### src/rtl/neopixel_frame_sched_if.sv
// Host-write / writepixel handshake bundle for neopixel_frame_sched.
// Carries i_brightness when NEOPIXEL_SCHED_BRIGHTNESS_EN is defined.
interface neopixel_frame_sched_if #(
    parameter int IDX_W = 4
);
    logic             i_wr_en;
    logic [7:0]       i_wr_data;
    logic             i_wr_sof;
    logic             i_refresh_now;
    logic             i_busy;
`ifdef NEOPIXEL_SCHED_BRIGHTNESS_EN
    logic [7:0]       i_brightness;
`endif
    logic             o_valid;
    logic [7:0]       o_r;
    logic [7:0]       o_g;
    logic [7:0]       o_b;
    logic             o_frame_busy;
    logic             o_frame_done;
    logic [IDX_W-1:0] o_pixel_idx;

`ifdef NEOPIXEL_SCHED_BRIGHTNESS_EN
    modport master (
        output i_wr_en, i_wr_data, i_wr_sof, i_refresh_now, i_busy,
        output i_brightness,
        input  o_valid, o_r, o_g, o_b, o_frame_busy, o_frame_done,
        input  o_pixel_idx
    );
    modport slave (
        input  i_wr_en, i_wr_data, i_wr_sof, i_refresh_now, i_busy,
        input  i_brightness,
        output o_valid, o_r, o_g, o_b, o_frame_busy, o_frame_done,
        output o_pixel_idx
    );
`else
    modport master (
        output i_wr_en, i_wr_data, i_wr_sof, i_refresh_now, i_busy,
        input  o_valid, o_r, o_g, o_b, o_frame_busy, o_frame_done,
        input  o_pixel_idx
    );
    modport slave (
        input  i_wr_en, i_wr_data, i_wr_sof, i_refresh_now, i_busy,
        output o_valid, o_r, o_g, o_b, o_frame_busy, o_frame_done,
        output o_pixel_idx
    );
`endif
endinterface

### src/rtl/neopixel_frame_sched.sv
// Pixel buffer + frame scheduler feeding writepixel one pixel at a time.
// Optional brightness scaling: define NEOPIXEL_SCHED_BRIGHTNESS_EN.
module neopixel_frame_sched #(
    parameter int NUM_PIXELS     = 10,
    parameter int IDX_W          = 4,
    parameter int CNT_W          = 24,
    parameter int REFRESH_CYCLES = 1200000,
    parameter int LATCH_CYCLES   = 1000
) (
    input  logic                  CLK,
    input  logic                  RST,
    neopixel_frame_sched_if.slave bus
);

    localparam int AW = (NUM_PIXELS > 1) ? $clog2(NUM_PIXELS) : 1;
    localparam logic [CNT_W-1:0] REF_LAST = CNT_W'(REFRESH_CYCLES - 1);
    localparam logic [CNT_W-1:0] LAT_LAST = CNT_W'(LATCH_CYCLES - 1);
    localparam logic [IDX_W-1:0] IDX_LAST = IDX_W'(NUM_PIXELS - 1);

    typedef enum logic [2:0] {
        IDLE,
        LOAD,
`ifdef NEOPIXEL_SCHED_BRIGHTNESS_EN
        MUL,
`endif
        SEND,
        WAIT_ACK,
        WAIT_DONE,
        LATCH
    } state_t;

    state_t           state_q, state_d;
    logic [CNT_W-1:0] timer_q, timer_d;
    logic             pend_q, pend_d;
    logic [IDX_W-1:0] idx_q, idx_d;
    logic [7:0]       r_q, r_d;
    logic [7:0]       g_q, g_d;
    logic [7:0]       b_q, b_d;
    logic [IDX_W-1:0] wr_pix_q, wr_pix_d;
    logic [1:0]       wr_col_q, wr_col_d;
    logic [IDX_W-1:0] tgt_pix;
    logic [1:0]       tgt_col;
    logic             expired;
    logic             done;
    logic [23:0]      rd_pix;

    // No reset on the buffer: contents survive RST, power up as zero.
    logic [23:0] pix_mem_q [NUM_PIXELS] = '{default: 24'h0};

`ifdef NEOPIXEL_SCHED_BRIGHTNESS_EN
    logic [7:0] bri_q, bri_d;

    function automatic logic [7:0] scale(input logic [7:0] c,
                                         input logic [7:0] k);
        logic [15:0] p;
        p = {8'd0, c} * ({8'd0, k} + 16'd1);
        return p[15:8];
    endfunction
`endif

    // sof overrides the pointer for this byte only.
    always_comb begin
        tgt_pix  = bus.i_wr_sof ? '0 : wr_pix_q;
        tgt_col  = bus.i_wr_sof ? 2'd0 : wr_col_q;
        wr_pix_d = wr_pix_q;
        wr_col_d = wr_col_q;
        if (bus.i_wr_en) begin
            if (tgt_col == 2'd2) begin
                wr_col_d = 2'd0;
                wr_pix_d = (tgt_pix == IDX_LAST) ? '0 : tgt_pix + 1'b1;
            end else begin
                wr_col_d = tgt_col + 2'd1;
                wr_pix_d = tgt_pix;
            end
        end
    end

    always_ff @(posedge CLK) begin
        if (bus.i_wr_en) begin
            case (tgt_col)
                2'd0:    pix_mem_q[AW'(tgt_pix)][23:16] <= bus.i_wr_data;
                2'd1:    pix_mem_q[AW'(tgt_pix)][15:8]  <= bus.i_wr_data;
                default: pix_mem_q[AW'(tgt_pix)][7:0]   <= bus.i_wr_data;
            endcase
        end
    end

    assign rd_pix  = pix_mem_q[AW'(idx_q)];
    assign expired = (timer_q == REF_LAST);
    assign done    = (state_q == LATCH) && (timer_q == LAT_LAST);

    always_comb begin
        state_d = state_q;
        timer_d = timer_q;
        idx_d   = idx_q;
        r_d     = r_q;
        g_d     = g_q;
        b_d     = b_q;
        pend_d  = pend_q | bus.i_refresh_now;
`ifdef NEOPIXEL_SCHED_BRIGHTNESS_EN
        bri_d   = bri_q;
`endif
        unique case (state_q)
            IDLE: begin
                // Saturate so an expiry while busy is not lost.
                if (!expired) timer_d = timer_q + 1'b1;
                if ((expired || pend_d) && !bus.i_busy) begin
                    state_d = LOAD;
                    timer_d = '0;
                    pend_d  = 1'b0;
                    idx_d   = '0;
`ifdef NEOPIXEL_SCHED_BRIGHTNESS_EN
                    bri_d   = bus.i_brightness;
`endif
                end
            end
            LOAD: begin
                r_d = rd_pix[23:16];
                g_d = rd_pix[15:8];
                b_d = rd_pix[7:0];
`ifdef NEOPIXEL_SCHED_BRIGHTNESS_EN
                state_d = MUL;
            end
            MUL: begin
                r_d = scale(r_q, bri_q);
                g_d = scale(g_q, bri_q);
                b_d = scale(b_q, bri_q);
`endif
                state_d = SEND;
            end
            SEND: state_d = WAIT_ACK;
            WAIT_ACK: begin
                if (bus.i_busy) state_d = WAIT_DONE;
            end
            WAIT_DONE: begin
                if (!bus.i_busy) begin
                    if (idx_q == IDX_LAST) begin
                        state_d = LATCH;
                        timer_d = '0;
                    end else begin
                        state_d = LOAD;
                        idx_d   = idx_q + 1'b1;
                    end
                end
            end
            LATCH: begin
                if (done) begin
                    state_d = IDLE;
                    timer_d = '0;
                end else begin
                    timer_d = timer_q + 1'b1;
                end
            end
            default: state_d = IDLE;
        endcase
    end

    always_ff @(posedge CLK) begin
        if (RST) begin
            state_q  <= IDLE;
            timer_q  <= '0;
            pend_q   <= 1'b0;
            idx_q    <= '0;
            r_q      <= '0;
            g_q      <= '0;
            b_q      <= '0;
            wr_pix_q <= '0;
            wr_col_q <= '0;
`ifdef NEOPIXEL_SCHED_BRIGHTNESS_EN
            bri_q    <= '0;
`endif
        end else begin
            state_q  <= state_d;
            timer_q  <= timer_d;
            pend_q   <= pend_d;
            idx_q    <= idx_d;
            r_q      <= r_d;
            g_q      <= g_d;
            b_q      <= b_d;
            wr_pix_q <= wr_pix_d;
            wr_col_q <= wr_col_d;
`ifdef NEOPIXEL_SCHED_BRIGHTNESS_EN
            bri_q    <= bri_d;
`endif
        end
    end

    assign bus.o_valid      = (state_q == SEND);
    assign bus.o_r          = r_q;
    assign bus.o_g          = g_q;
    assign bus.o_b          = b_q;
    assign bus.o_frame_done = done;
    assign bus.o_frame_busy = (state_q != IDLE) && !done;
    assign bus.o_pixel_idx  = idx_q;

endmodule

### src/flat_wrapper.sv
// flat-port wrapper written by rule: the top's interface ports become plain ports
module neopixel_frame_sched_flat 
#(
    parameter int NUM_PIXELS     = 10,
    parameter int IDX_W          = 4,
    parameter int CNT_W          = 24,
    parameter int REFRESH_CYCLES = 1200000,
    parameter int LATCH_CYCLES   = 1000
)
  (CLK, RST, bus_i_wr_en, bus_i_wr_data, bus_i_wr_sof, bus_i_refresh_now, bus_i_busy, bus_o_valid, bus_o_r, bus_o_g, bus_o_b, bus_o_frame_busy, bus_o_frame_done, bus_o_pixel_idx);
  neopixel_frame_sched_if #(.IDX_W(IDX_W)) bus_i ();
  input  logic CLK;
  input  logic RST;
  input wire logic [$bits(bus_i.i_wr_en)-1:0] bus_i_wr_en;
  input wire logic [$bits(bus_i.i_wr_data)-1:0] bus_i_wr_data;
  input wire logic [$bits(bus_i.i_wr_sof)-1:0] bus_i_wr_sof;
  input wire logic [$bits(bus_i.i_refresh_now)-1:0] bus_i_refresh_now;
  input wire logic [$bits(bus_i.i_busy)-1:0] bus_i_busy;
  output wire logic [$bits(bus_i.o_valid)-1:0] bus_o_valid;
  output wire logic [$bits(bus_i.o_r)-1:0] bus_o_r;
  output wire logic [$bits(bus_i.o_g)-1:0] bus_o_g;
  output wire logic [$bits(bus_i.o_b)-1:0] bus_o_b;
  output wire logic [$bits(bus_i.o_frame_busy)-1:0] bus_o_frame_busy;
  output wire logic [$bits(bus_i.o_frame_done)-1:0] bus_o_frame_done;
  output wire logic [$bits(bus_i.o_pixel_idx)-1:0] bus_o_pixel_idx;
  assign bus_i.i_wr_en = bus_i_wr_en;
  assign bus_i.i_wr_data = bus_i_wr_data;
  assign bus_i.i_wr_sof = bus_i_wr_sof;
  assign bus_i.i_refresh_now = bus_i_refresh_now;
  assign bus_i.i_busy = bus_i_busy;
  assign bus_o_valid = bus_i.o_valid;
  assign bus_o_r = bus_i.o_r;
  assign bus_o_g = bus_i.o_g;
  assign bus_o_b = bus_i.o_b;
  assign bus_o_frame_busy = bus_i.o_frame_busy;
  assign bus_o_frame_done = bus_i.o_frame_done;
  assign bus_o_pixel_idx = bus_i.o_pixel_idx;
  neopixel_frame_sched #(.NUM_PIXELS(NUM_PIXELS), .IDX_W(IDX_W), .CNT_W(CNT_W), .REFRESH_CYCLES(REFRESH_CYCLES), .LATCH_CYCLES(LATCH_CYCLES)) u_core (.CLK(CLK), .RST(RST), .bus(bus_i));
endmodule
### config.mk
export PLATFORM = sky130hd
export DESIGN_NAME = neopixel_frame_sched_flat
export DESIGN_NICKNAME = d
export VERILOG_FILES = /design/src/rtl/neopixel_frame_sched_if.sv /design/src/rtl/neopixel_frame_sched.sv /design/src/flat_wrapper.sv
export SDC_FILE = /design/constraint.sdc
export NUM_CORES = 1
export LEC_CHECK = 0
export BUFFER_PORTS_ARGS = -buffer_cell sky130_fd_sc_hd__buf_2
export CAP_MARGIN = 0
export CORE_UTILIZATION = 43
export DETAILED_ROUTE_END_ITERATION = 16
export SYNTH_ARGS = -nofsm -noshare
export SYNTH_HDL_FRONTEND = slang
export SYNTH_SLANG_ARGS = --single-unit
### constraint.sdc
create_clock -name CLK -period 2.5 [get_ports CLK]
set_input_delay 0.125 -clock CLK [delete_from_list [all_inputs] [get_ports CLK]]
set_output_delay 0.125 -clock CLK [all_outputs]
set_load 0.05 [all_outputs]
==> metrics, run 1 <==
status finished, final reports clean; CTS clk-pin slew, worst paths 0.06 ns; synth unique cells 61; Max Cap Viol 0; max-slew violation count 0; nets@finish 900; Crit. End Element primary output; Detail Placement HPWL 16,460 um; number of cell rows 61; Setup TNS Final 0 ns; Synth Cell Area 0.01223 mm^2; DIE AREA 0.02911 mm^2; Post-Syn Instances 794; total number of vias 6,973; CP startpoint kind flip-flop; Die W 170.6 um; CP required 2.38 ns; Initial Utilization 0.4389; I/O Pins 45; H-Tree Depth 1; critical path's largest stage delay 0.55 ns; first-pass GRT wire length 41,140 um; CP max stage cell or4_4; clock sinks 302; largest area contributor in the netlist edfxtp_1; gpl congestion 0.7994; initial antenna violation count 1; Main synth FF type edfxtp_1; VDD IR max 0.0005770 V; clock tree buffer depth 3; detailed-route vias per instance 5.418; Non-Filler Instances 1,287; 1st-iter DRT viols 512; WP buf/inv 1; Worst path top cell family by delay simple AND/OR/NAND/NOR gates; share of layout cells above drive strength 1 0.2434; Relative slew margins 0.1388; RSZ-0062 raised after global routing no; Hold Vio Cnt, Final 0; DR pass1 iterations 4; pre-CTS setup slack 0.1350 ns; Crit Path Category reg -> out; Synth warnings 0; Post-synth ARST share 0; CTS tree built; Yosys reg bits 302; syn avg cell area 15.40 um^2; Max Fanout on Critical Path 8; crit path DAT 2.29 ns; GRT Resource Usage Total 0.1873; dpl cells 1,222; vias in the first global route 6,943; Max Fclk 413.3 MHz; fill count 2,270; syn nets 811; grt total ovfl 0; worst-path cell chain or4_4 -> nor2_4 -> and3_4 -> nand2_2 -> mux2i_1 -> nand2b_1 -> buf_6; ANT nets after route 0; Hold WS 0.02471 ns; Synth top area share 0.5894; per-cell routed wire length 20.54 um; Clock Latency Late Sink 0.56 ns; sequential fraction of the synthesis area 0.6910; Post-synth EDFFs 240; hold crit path type in -> reg; Tot Pwr 10.57 mW; Leak 4.701 nW; largest net degree at the start of global routing 52; final critical-path required period 2.420 ns; final worst-path cycle share 0.9679; area delta synth->final 17.11%; Worst-Margin Slew 1.290 ns; endpoints failing setup 0; TritonCTS buffer count 31; Final Skew 0.02153 ns; CORE AREA 0.02786 mm^2; height of the die 170.6 um; DRC errors left 0; root buf cell clkbuf_16; WL final 26,440 um; setup ws final 0.08021 ns; Pwr Density 738.2 mW/mm^2; I/O Buffers 44; synth top area cells edfxtp_1 59%, dfxtp_1 10%, mux4_2 8.8%
==> worst register-to-register path, stage by stage (launching register included) <==
cell     delay (ns)
dfxtp_1        0.43
nand2_1        0.15
nor3_1         0.39
a311o_1        0.37
a211o_1        0.43
o21ai_0        0.16
a22o_1         0.24
==> final cells by class <==
class                   instances  area, um^2  share of cell area
multi-input cells             435        3573              0.2496
clock buffers                  39       815.8             0.05697
inverters                       8       30.03            0.002097
flip-flops and latches        302        8463              0.5911
clock inverters                19       198.9             0.01389
repair buffers                105       762.0             0.05322
diodes                          1       2.502           0.0001748
well taps                     378       473.0             0.03303
==> worst paths after layout <==
path                            from                  to  cells past startpoint  slack, ns
setup / recovery  u_core.timer_q[14]    bus_o_frame_busy                      7       0.08
hold / removal          bus_i_wr_sof  u_core.wr_pix_q[2]                      4       0.02
setup reg to reg  u_core.timer_q[11]  u_core.timer_q[18]                      6       0.22
hold reg to reg    u_core.bus.o_r[6]   u_core.bus.o_r[6]                      1       0.47
==> report_power, final <==
part,leakage (nW),internal [mW],switching (mW),total [mW]
logic,1.52,0.147,0.342,0.489
clock network,0.506,2.72,1.86,4.58
registers,2.67,5.46,0.0375,5.50
total,4.70,8.33,2.24,10.6
==> synth_stat cells (3+ instances only) <==
master	n
a211oi_1	26
a21oi_1	38
a22o_1	35
a22oi_1	3
a31oi_1	3
and2_1	3
and3_1	7
buf_2	10
clkbuf_1	34
dfxtp_1	62
edfxtp_1	240
ha_1	3
inv_1	8
mux2i_1	27
mux4_2	48
nand2_1	29
nand2b_1	6
nand3_1	12
nand4_1	5
nor2_1	69
nor2b_1	30
nor3_1	14
nor3b_1	5
nor4_1	5
o21ai_0	9
o21ai_1	10
o2bb2ai_1	4
o31ai_1	3
or4_1	3
==> layout by cell type (no fill, tap or decap), types with 4 or more instances in the layout <==
cell type / netlist / routed
mux2i_1: 27 / 27
mux4_2: 48 / 48
a21oi_1: 38 / 38
bufinv_16: 0 / 4
nor3_1: 14 / 13
nand2_1: 29 / 28
o2bb2ai_1: 4 / 4
dfxtp_2: 0 / 6
inv_1: 8 / 8
a22o_1: 35 / 35
buf_4: 1 / 51
nor2_1: 69 / 67
clkinv_2: 0 / 10
dlygate4sd3_1: 0 / 5
dfxtp_1: 62 / 54
clkbuf_16: 0 / 31
buf_12: 0 / 5
nor4_1: 5 / 5
and3_1: 7 / 6
clkbuf_1: 34 / 7
o21ai_0: 9 / 9
o21ai_1: 10 / 10
nor2b_1: 30 / 30
nand4_1: 5 / 5
a211oi_1: 26 / 26
nor3b_1: 5 / 5
edfxtp_1: 240 / 240
nand3_1: 12 / 12
buf_2: 10 / 42
nand2b_1: 6 / 6
==> flip-flops by register name, indices dropped and copies added, names as in the netlist <==
| name | flops |
|---|---|
| u_core.state_q | 3 |
| u_core.bus.o_pixel_idx | 4 |
| u_core.wr_pix_q | 4 |
| u_core.bus.o_b | 8 |
| u_core.wr_col_q | 2 |
| u_core.pix_mem_q | 240 |
| u_core.timer_q | 24 |
| u_core.bus.o_r | 8 |
| u_core.bus.o_g | 8 |
| u_core.pend_q | 1 |
==> layer usage <==
layer / global-route usage / part of all wire
met5: 0 / 0
met4: 0.05405 / 0.020
met3: 0.02683 / 0.043
met2: 0.3114 / 0.48
met1: 0.2560 / 0.46
==> what timing repair did <==
item	CTS	global route
pin swaps	0	2
resized for setup	10	7
hold buffers	5	0
hold endpoints to repair	11	0
gates cloned	0	0
setup buffers	0	1
endpoints found under the setup margin	2	2
==> kinds of logic after synthesis <==
logic type      share of synthesized area
compound gates                    0.08586
xor+xnor                        0.0007165
fa+ha+maj                        0.003070
buf+inv                           0.02016
flops                              0.6910
mux                                0.1114
simple gates                      0.08780
==> metrics by stage <==
step,util,cell area [um^2]
2_1_floorplan,-,12230
3_3_place_gp,0.4736,13190
3_5_place_dp,0.4736,13190
4_1_cts,0.5126,14280
5_1_grt,0.5139,14320
6_report,0.5140,14320
Power figures use the tool's default switching activity.
==> run 2, diff against run 1 <==
CORE_UTILIZATION = 35   (was 43)
==> run 2 against run 1 <==
Cell area about the same. Highest routed layer is now met5. Fmax down 0.93%. Largest power group unchanged. Clock power about the same.
==> metrics, run 2 (synthesis results as in run 1) <==
setup ws final 0.05753 ns (-0.02268 ns); I/O Pins 45 (unchanged); first-pass GRT wire length 40,230 um (-2.2%); Die W 188.9 um (+11%); dpl cells 1,293 (+5.8%); max-slew violation count 0 (unchanged); per-cell routed wire length 19.32 um (-5.9%); Max Fanout on Critical Path 8 (unchanged); total number of vias 6,993 (+0.29%); largest net degree at the start of global routing 53 (+1.9%); initial antenna violation count 3 (+2); height of the die 188.9 um (+11%); GRT Resource Usage Total 0.1461 (-0.04113); share of layout cells above drive strength 1 0.2324 (-0.01099); endpoints failing setup 0 (unchanged); status finished, final reports clean; Max Fclk 409.4 MHz (-0.93%); Clock power frac 0.432 (about the same); VDD IR max 0.0004771 V (-17%); commonest non-fill, non-tap cell in the layout edfxtp_1; detailed-route vias per instance 5.176 (-4.5%); Crit Path Category reg -> out; clock tree buffer depth 3 (unchanged); DIE AREA 0.03569 mm^2 (+23%); RSZ-0062 raised after global routing yes; switch share 0.2102 (-0.001875); sw power 2.213 mW (-1.3%); H-Tree Depth 1 (unchanged); Biggest register u_core.pix_mem_q; I/O Buffers 44 (unchanged); clock sinks 302 (unchanged); DRC errors left 0 (unchanged); gpl congestion 0.7655 (-4.2%); biggest regs u_core.pix_mem_q x240, u_core.timer_q x24; 1st-iter DRT viols 506 (-1.2%); Setup Buffers After CTS 0 (unchanged); Int Pwr 8.318 mW (-0.13%); nets@finish 890 (-1.1%); number of cell rows 68 (+11%); Worst-Margin Slew 1.220 ns (-0.07041 ns); pre-CTS setup slack 0.1978 ns (+0.06275 ns); max reg flops 240 (unchanged); sequential share of power 0.522 (about the same); CP required 2.38 ns (about the same); worst-path cell chain or4_1 -> nor2_2 -> and3_4 -> nand2_1 -> mux2i_1 -> nand2b_1 -> buf_4; commonest cells after routing, fill and taps aside 240 x edfxtp_1, 67 x nor2_1, 54 x dfxtp_1; crit path DAT 2.32 ns (+0.03 ns); combinational group share of total power 0.045 (about the same); CORE AREA 0.03446 mm^2 (+24%); fill count 3,079 (+36%); final critical-path required period 2.442 ns (+0.02268 ns); vias in the first global route 6,681 (-3.8%); Setup TNS Final 0 ns (unchanged); Final Skew 0.01827 ns (-0.003266 ns); WL final 26,110 um (-1.3%); Max Cap Viol 0 (unchanged); Detail Placement HPWL 15,860 um (-3.6%); hold crit path type in -> reg; DR pass1 iterations 5 (+1); final worst-path cycle share 0.9770 (+0.009070); Initial Utilization 0.3548 (-0.08407); TritonCTS buffer count 29 (-6.5%); Non-Filler Instances 1,351 (+5.0%); area delta synth->final 17.08% (about the same); CTS tree built; CP max stage cell or4_1; critical path's largest stage delay 0.54 ns (about the same); root buf cell clkbuf_16; Leak 4.626 nW (-1.6%); grt total ovfl 0 (unchanged); Hold Vio Cnt, Final 0 (unchanged); ANT nets after route 0 (unchanged); Clock Latency Late Sink 0.55 ns (about the same); Relative slew margins 0.1858 (+0.04699); Crit. End Element primary output; CP startpoint kind flip-flop; Pwr Density 735.7 mW/mm^2 (-0.34%); CTS clk-pin slew, worst paths 0.06 ns (about the same)
==> run 2: changes by cell type in the layout (fill, tap and decap cells not counted), sizes merged <==
cell | before | now
clkbuf | 40 | 39
bufinv | 4 | 5
clkinv | 14 | 5
dlygate4sd3 | 5 | 4
inv | 9 | 10
clkinvlp | 0 | 3
buf | 99 | 92
==> run 2: final cells by class <==
cell class,count,area (um^2),area share
Inverter,8,30.03,0.002098
Multi-Input combinational cell,435,3552,0.2481
Timing Repair Buffer,97,708.2,0.04947
Tap cell,455,569.3,0.03977
Sequential cell,302,8461,0.5910
Clock inverter,15,212.7,0.01486
Clock buffer,38,779.5,0.05445
Antenna cell,1,2.502,0.0001748
==> run 2: critical path, delay by kind of cell, from the launching register on <==
kind	cells	cell delay [ns]
flip-flops	1	0.36
multiplexers	1	0.17
AND/OR/NAND/NOR	5	1.06
buffers and inverters	1	0.19
==> run 2: stage by stage <==
stage                     hold slack [ns]  cell area (um^2)  power [mW]    util
after floorplan                    0.2239             12230       5.907       -
after global placement             0.4542             13260       6.076  0.3847
after detailed placement           0.4583             13260       6.084  0.3847
after CTS                        0.005754             14300       10.64  0.4151
after global routing              0.05690             14310       10.88  0.4154
final                             0.02477             14320       10.53  0.4154
==> run 2: power groups by stage <==
| stage | Clock, mW | Combinational [mW] | Sequential, mW |
|---|---|---|---|
| floorplan | 0 | 0.226 | 5.68 |
| global placement | 0 | 0.471 | 5.61 |
| detailed placement | 0 | 0.476 | 5.61 |
| CTS | 4.66 | 0.482 | 5.50 |
| global route | 4.86 | 0.517 | 5.50 |
| finish | 4.55 | 0.479 | 5.50 |
==> run 2: routing by layer <==
metal	vias up	GRT usage	wire, um
met4	6	0.03567	388
met2	125	0.2363	12560
met1	3538	0.2063	12000
met5	-	0	41
li1	3288	-	-
met3	36	0.02280	1119
==> run 2: repair_timing <==
action | CTS | global route
resized for setup | 5 | 7
endpoints found under the hold margin | 11 | 0
hold buffers | 4 | 0
endpoints found under the setup margin | 2 | 2
==> run 2: final timing paths <==
kind	from	to	slack (ns)	cells past startpoint
worst max-delay path	u_core.timer_q[14]	bus_o_frame_busy	0.06	7
worst min-delay path	bus_i_busy	u_core.pend_q	0.02	3
worst max register to register	u_core.timer_q[0]	u_core.timer_q[18]	0.24	7
worst min register to register	u_core.bus.o_r[7]	u_core.bus.o_r[7]	0.47	1
==> run 3, diff against run 2 <==
ABC_AREA = 1   (was not set)
HOLD_SLACK_MARGIN = 0.1   (was not set)
REMOVE_ABC_BUFFERS = 1   (was not set)
==> run 3 against run 2 <==
Highest routed layer is now met4. Cell count is 37% higher. Critical path type unchanged. Flip-flop and latch count stayed put. Fmax is 7.3% higher. Count of clock-buffer cells in the layout is 2 lower. Critical endpoint is now bus_o_frame_done. Sequential power is 7.6% higher. Register-to-register slack better by 0.23 ns. Critical path depth is 1 higher. Largest power group unchanged.
==> metrics, run 3 <==
status finished, final reports clean; Final Skew 0.02932 ns (+0.01105 ns); 1st-iter DRT viols 677 (+34%); clock tree buffer depth 3 (unchanged); DIE AREA 0.03786 mm^2 (+6.1%); Main synth FF type edfxtp_1; Setup Buffers After CTS 0 (unchanged); first-pass GRT wire length 50,400 um (+25%); height of the die 194.6 um (+3.0%); Crit Path Category reg -> out; critical path's largest stage delay 0.40 ns (-0.14 ns); area delta synth->final 15.35%; Worst path top cell family by delay simple AND/OR/NAND/NOR gates; Max Fanout on Critical Path 5 (-3); root buf cell clkbuf_16; DRC errors left 0 (unchanged); Max Cap Viol 0 (unchanged); WL final 32,160 um (+23%); total number of vias 9,412 (+35%); Max Fclk 439.4 MHz (+7.3%); Synth top area share 0.5553 (-0.03415); largest net degree at the start of global routing 63 (+19%); switch share 0.3463 (+0.1362); Setup TNS Final 0 ns (unchanged); Worst-Margin Slew 0.7525 ns (-0.4676 ns); clock sinks 302 (unchanged); CP startpoint kind flip-flop; synth top area cells edfxtp_1 56%, dfxtp_1 9.6%, nor2_1 7.1%; I/O Pins 45 (unchanged); RSZ-0062 raised after global routing no; worst-path cell chain ha_2 -> nand2_2 -> inv_2 -> nand2_1 -> nor4_2 -> nand3_1 -> nor4_2 -> buf_4; per-cell routed wire length 17.35 um (-10%); Biggest register u_core.pix_mem_q; final worst-path cycle share 0.9103 (-0.06668); synth unique cells 34 (-44%); Pwr Density 970.6 mW/mm^2 (+32%); final core occ 0.4099 (-0.005531); most frequent cell after synthesis nor2_1; largest area contributor in the netlist edfxtp_1; CP max stage cell dfxtp_1; initial antenna violation count 0 (-3); gpl congestion 0.8951 (+17%); hold crit path type in -> reg; Detail Placement HPWL 19,230 um (+21%); Int Pwr 9.498 mW (+14%); max-slew violation count 0 (unchanged); combinational group share of total power 0.269 (+0.224); VDD IR max 0.0005744 V (+20%); Crit. End Element primary output; Clock Latency Late Sink 0.58 ns (+0.03 ns); sw power 5.032 mW (+130%); grt total ovfl 0 (unchanged); sequential fraction of the synthesis area 0.6509 (-0.04003); Post-synth EDFFs 240 (unchanged); Post-Syn Instances 1,297 (+63%); H-Tree Depth 1 (unchanged); CTS clk-pin slew, worst paths 0.06 ns (about the same); GRT Resource Usage Total 0.1684 (+0.02224); I/O Buffers 44 (unchanged); Synth Cell Area 0.01298 mm^2 (+6.2%); commonest cells in the netlist 247 x nor2_1, 240 x edfxtp_1, 240 x nand2_1; Synth warnings 0 (unchanged); vias in the first global route 9,004 (+35%); max reg flops 240 (unchanged); share of layout cells above drive strength 1 0.1291 (-0.1033); TritonCTS buffer count 31 (+6.9%); final critical-path required period 2.276 ns (-0.1667 ns); detailed-route vias per instance 5.077 (-1.9%); crit path DAT 2.15 ns (-0.17 ns); DR pass1 iterations 5 (unchanged); CORE AREA 0.03652 mm^2 (+6.0%); sequential share of power 0.408 (-0.114); Post-synth ARST share 0 (unchanged); CP most frequent cell nor4_2; CP required 2.38 ns (about the same); Die W 194.6 um (+3.0%); commonest cells after routing, fill and taps aside 246 x nor2_1, 240 x nand2_1, 240 x edfxtp_1; WP buf/inv 2 (+1); biggest regs u_core.pix_mem_q x240, u_core.timer_q x24; Initial Utilization 0.3554 (+0.0005321); ANT nets after route 0 (unchanged); Yosys reg bits 302 (unchanged); commonest non-fill, non-tap cell in the layout nor2_1; syn avg cell area 10.01 um^2 (-35%); Leak 5.491 nW (+19%); Hold Vio Cnt, Final 0 (unchanged); Clock power frac 0.323 (-0.109); endpoints failing setup 0 (unchanged); Relative slew margins 0.4965 (+0.3108); number of cell rows 70 (+2.9%); diodes inserted 0 (-1); nets@finish 1,378 (+55%); CTS tree built
[run 3: changes by cell type in the layout (fill, tap and decap cells not counted), moves of 22 or more]
cell and change:
mux2i_1 -27, a211oi_1 -26, inv_1 +52, o21ai_0 +143, nand2_1 +211, nor2b_1 -30
nor2_1 +179, mux4_2 -48, a31oi_1 +22, a22o_1 -35, o22ai_1 +46
[run 3: cells by family after synthesis]
kind of cell | count (synthesis) | synth area share
adder cells (fa/ha/maj) | 3 | 0.002892
AO/OA/AOI/OAI | 267 | 0.1111
flip-flops | 302 | 0.6509
XOR/XNOR | 13 | 0.008773
AND/OR/NAND/NOR | 574 | 0.1816
buffers and inverters | 138 | 0.04473
[run 3: timing repair]
action	CTS	global route
endpoints found under the hold margin	43	0
gates resized for setup	1	5
cloned	0	0
hold buffers	7	0
endpoints found under the setup margin	1	1
[run 3: layout make-up]
class                   instances  area, um^2
clock inverters                22       244.0
multi-input cells             857        3978
clock buffers                  36       794.5
flip-flops and latches        302        8453
well taps                     468       585.6
fillers                      3516       21550
inverters                      71       270.3
repair buffers                 98       645.6
[run 3: power by group through the flow]
stage	Combinational, mW	Sequential (mW)	Clock, mW
2_1_floorplan	1.90	6.75	0
3_3_place_gp	3.91	6.02	0
3_5_place_dp	3.93	6.02	0
4_1_cts	3.95	5.92	4.81
5_1_grt	4.32	5.96	4.98
6_report	3.91	5.92	4.69
[run 3: worst paths after layout]
| path | from | slack, ns | to | depth (start not counted) |
|---|---|---|---|---|
| max | u_core.timer_q[0] | 0.22 | bus_o_frame_done | 8 |
| min | bus_i_wr_data[7] | 0.09 | u_core.pix_mem_q[5][7] | 1 |
| min reg2reg | u_core.wr_col_q[1] | 0.50 | u_core.wr_col_q[1] | 2 |
| max reg2reg | u_core.wr_pix_q[2] | 0.47 | u_core.pix_mem_q[7][2] | 4 |
[run 3: through the flow]
step | total power, mW | instance area [um^2] | hold slack [ns] | instances | worst slack [ns]
floorplan | 8.647 | 12670 | 0.1941 | 1230 | -2.219
global placement | 9.937 | 13840 | 0.4565 | 1789 | 0.5148
finish | 14.53 | 14970 | 0.09083 | 1854 | 0.2242
CTS | 14.68 | 14950 | 0.1004 | 1854 | 0.01643
global route | 15.26 | 14970 | 0.1189 | 1854 | 0.01216
detailed placement | 9.950 | 13840 | 0.4668 | 1789 | 0.4675
[run 3: routing by layer]
| layer | track usage | vias up | wire length [um] |
|---|---|---|---|
| li1 | - | 4609 | - |
| met4 | 0.03792 | 0 | 534 |
| met1 | 0.2257 | 4522 | 14370 |
| met3 | 0.02204 | 37 | 1542 |
| met5 | 0 | - | 0 |
| met2 | 0.2893 | 244 | 15710 |
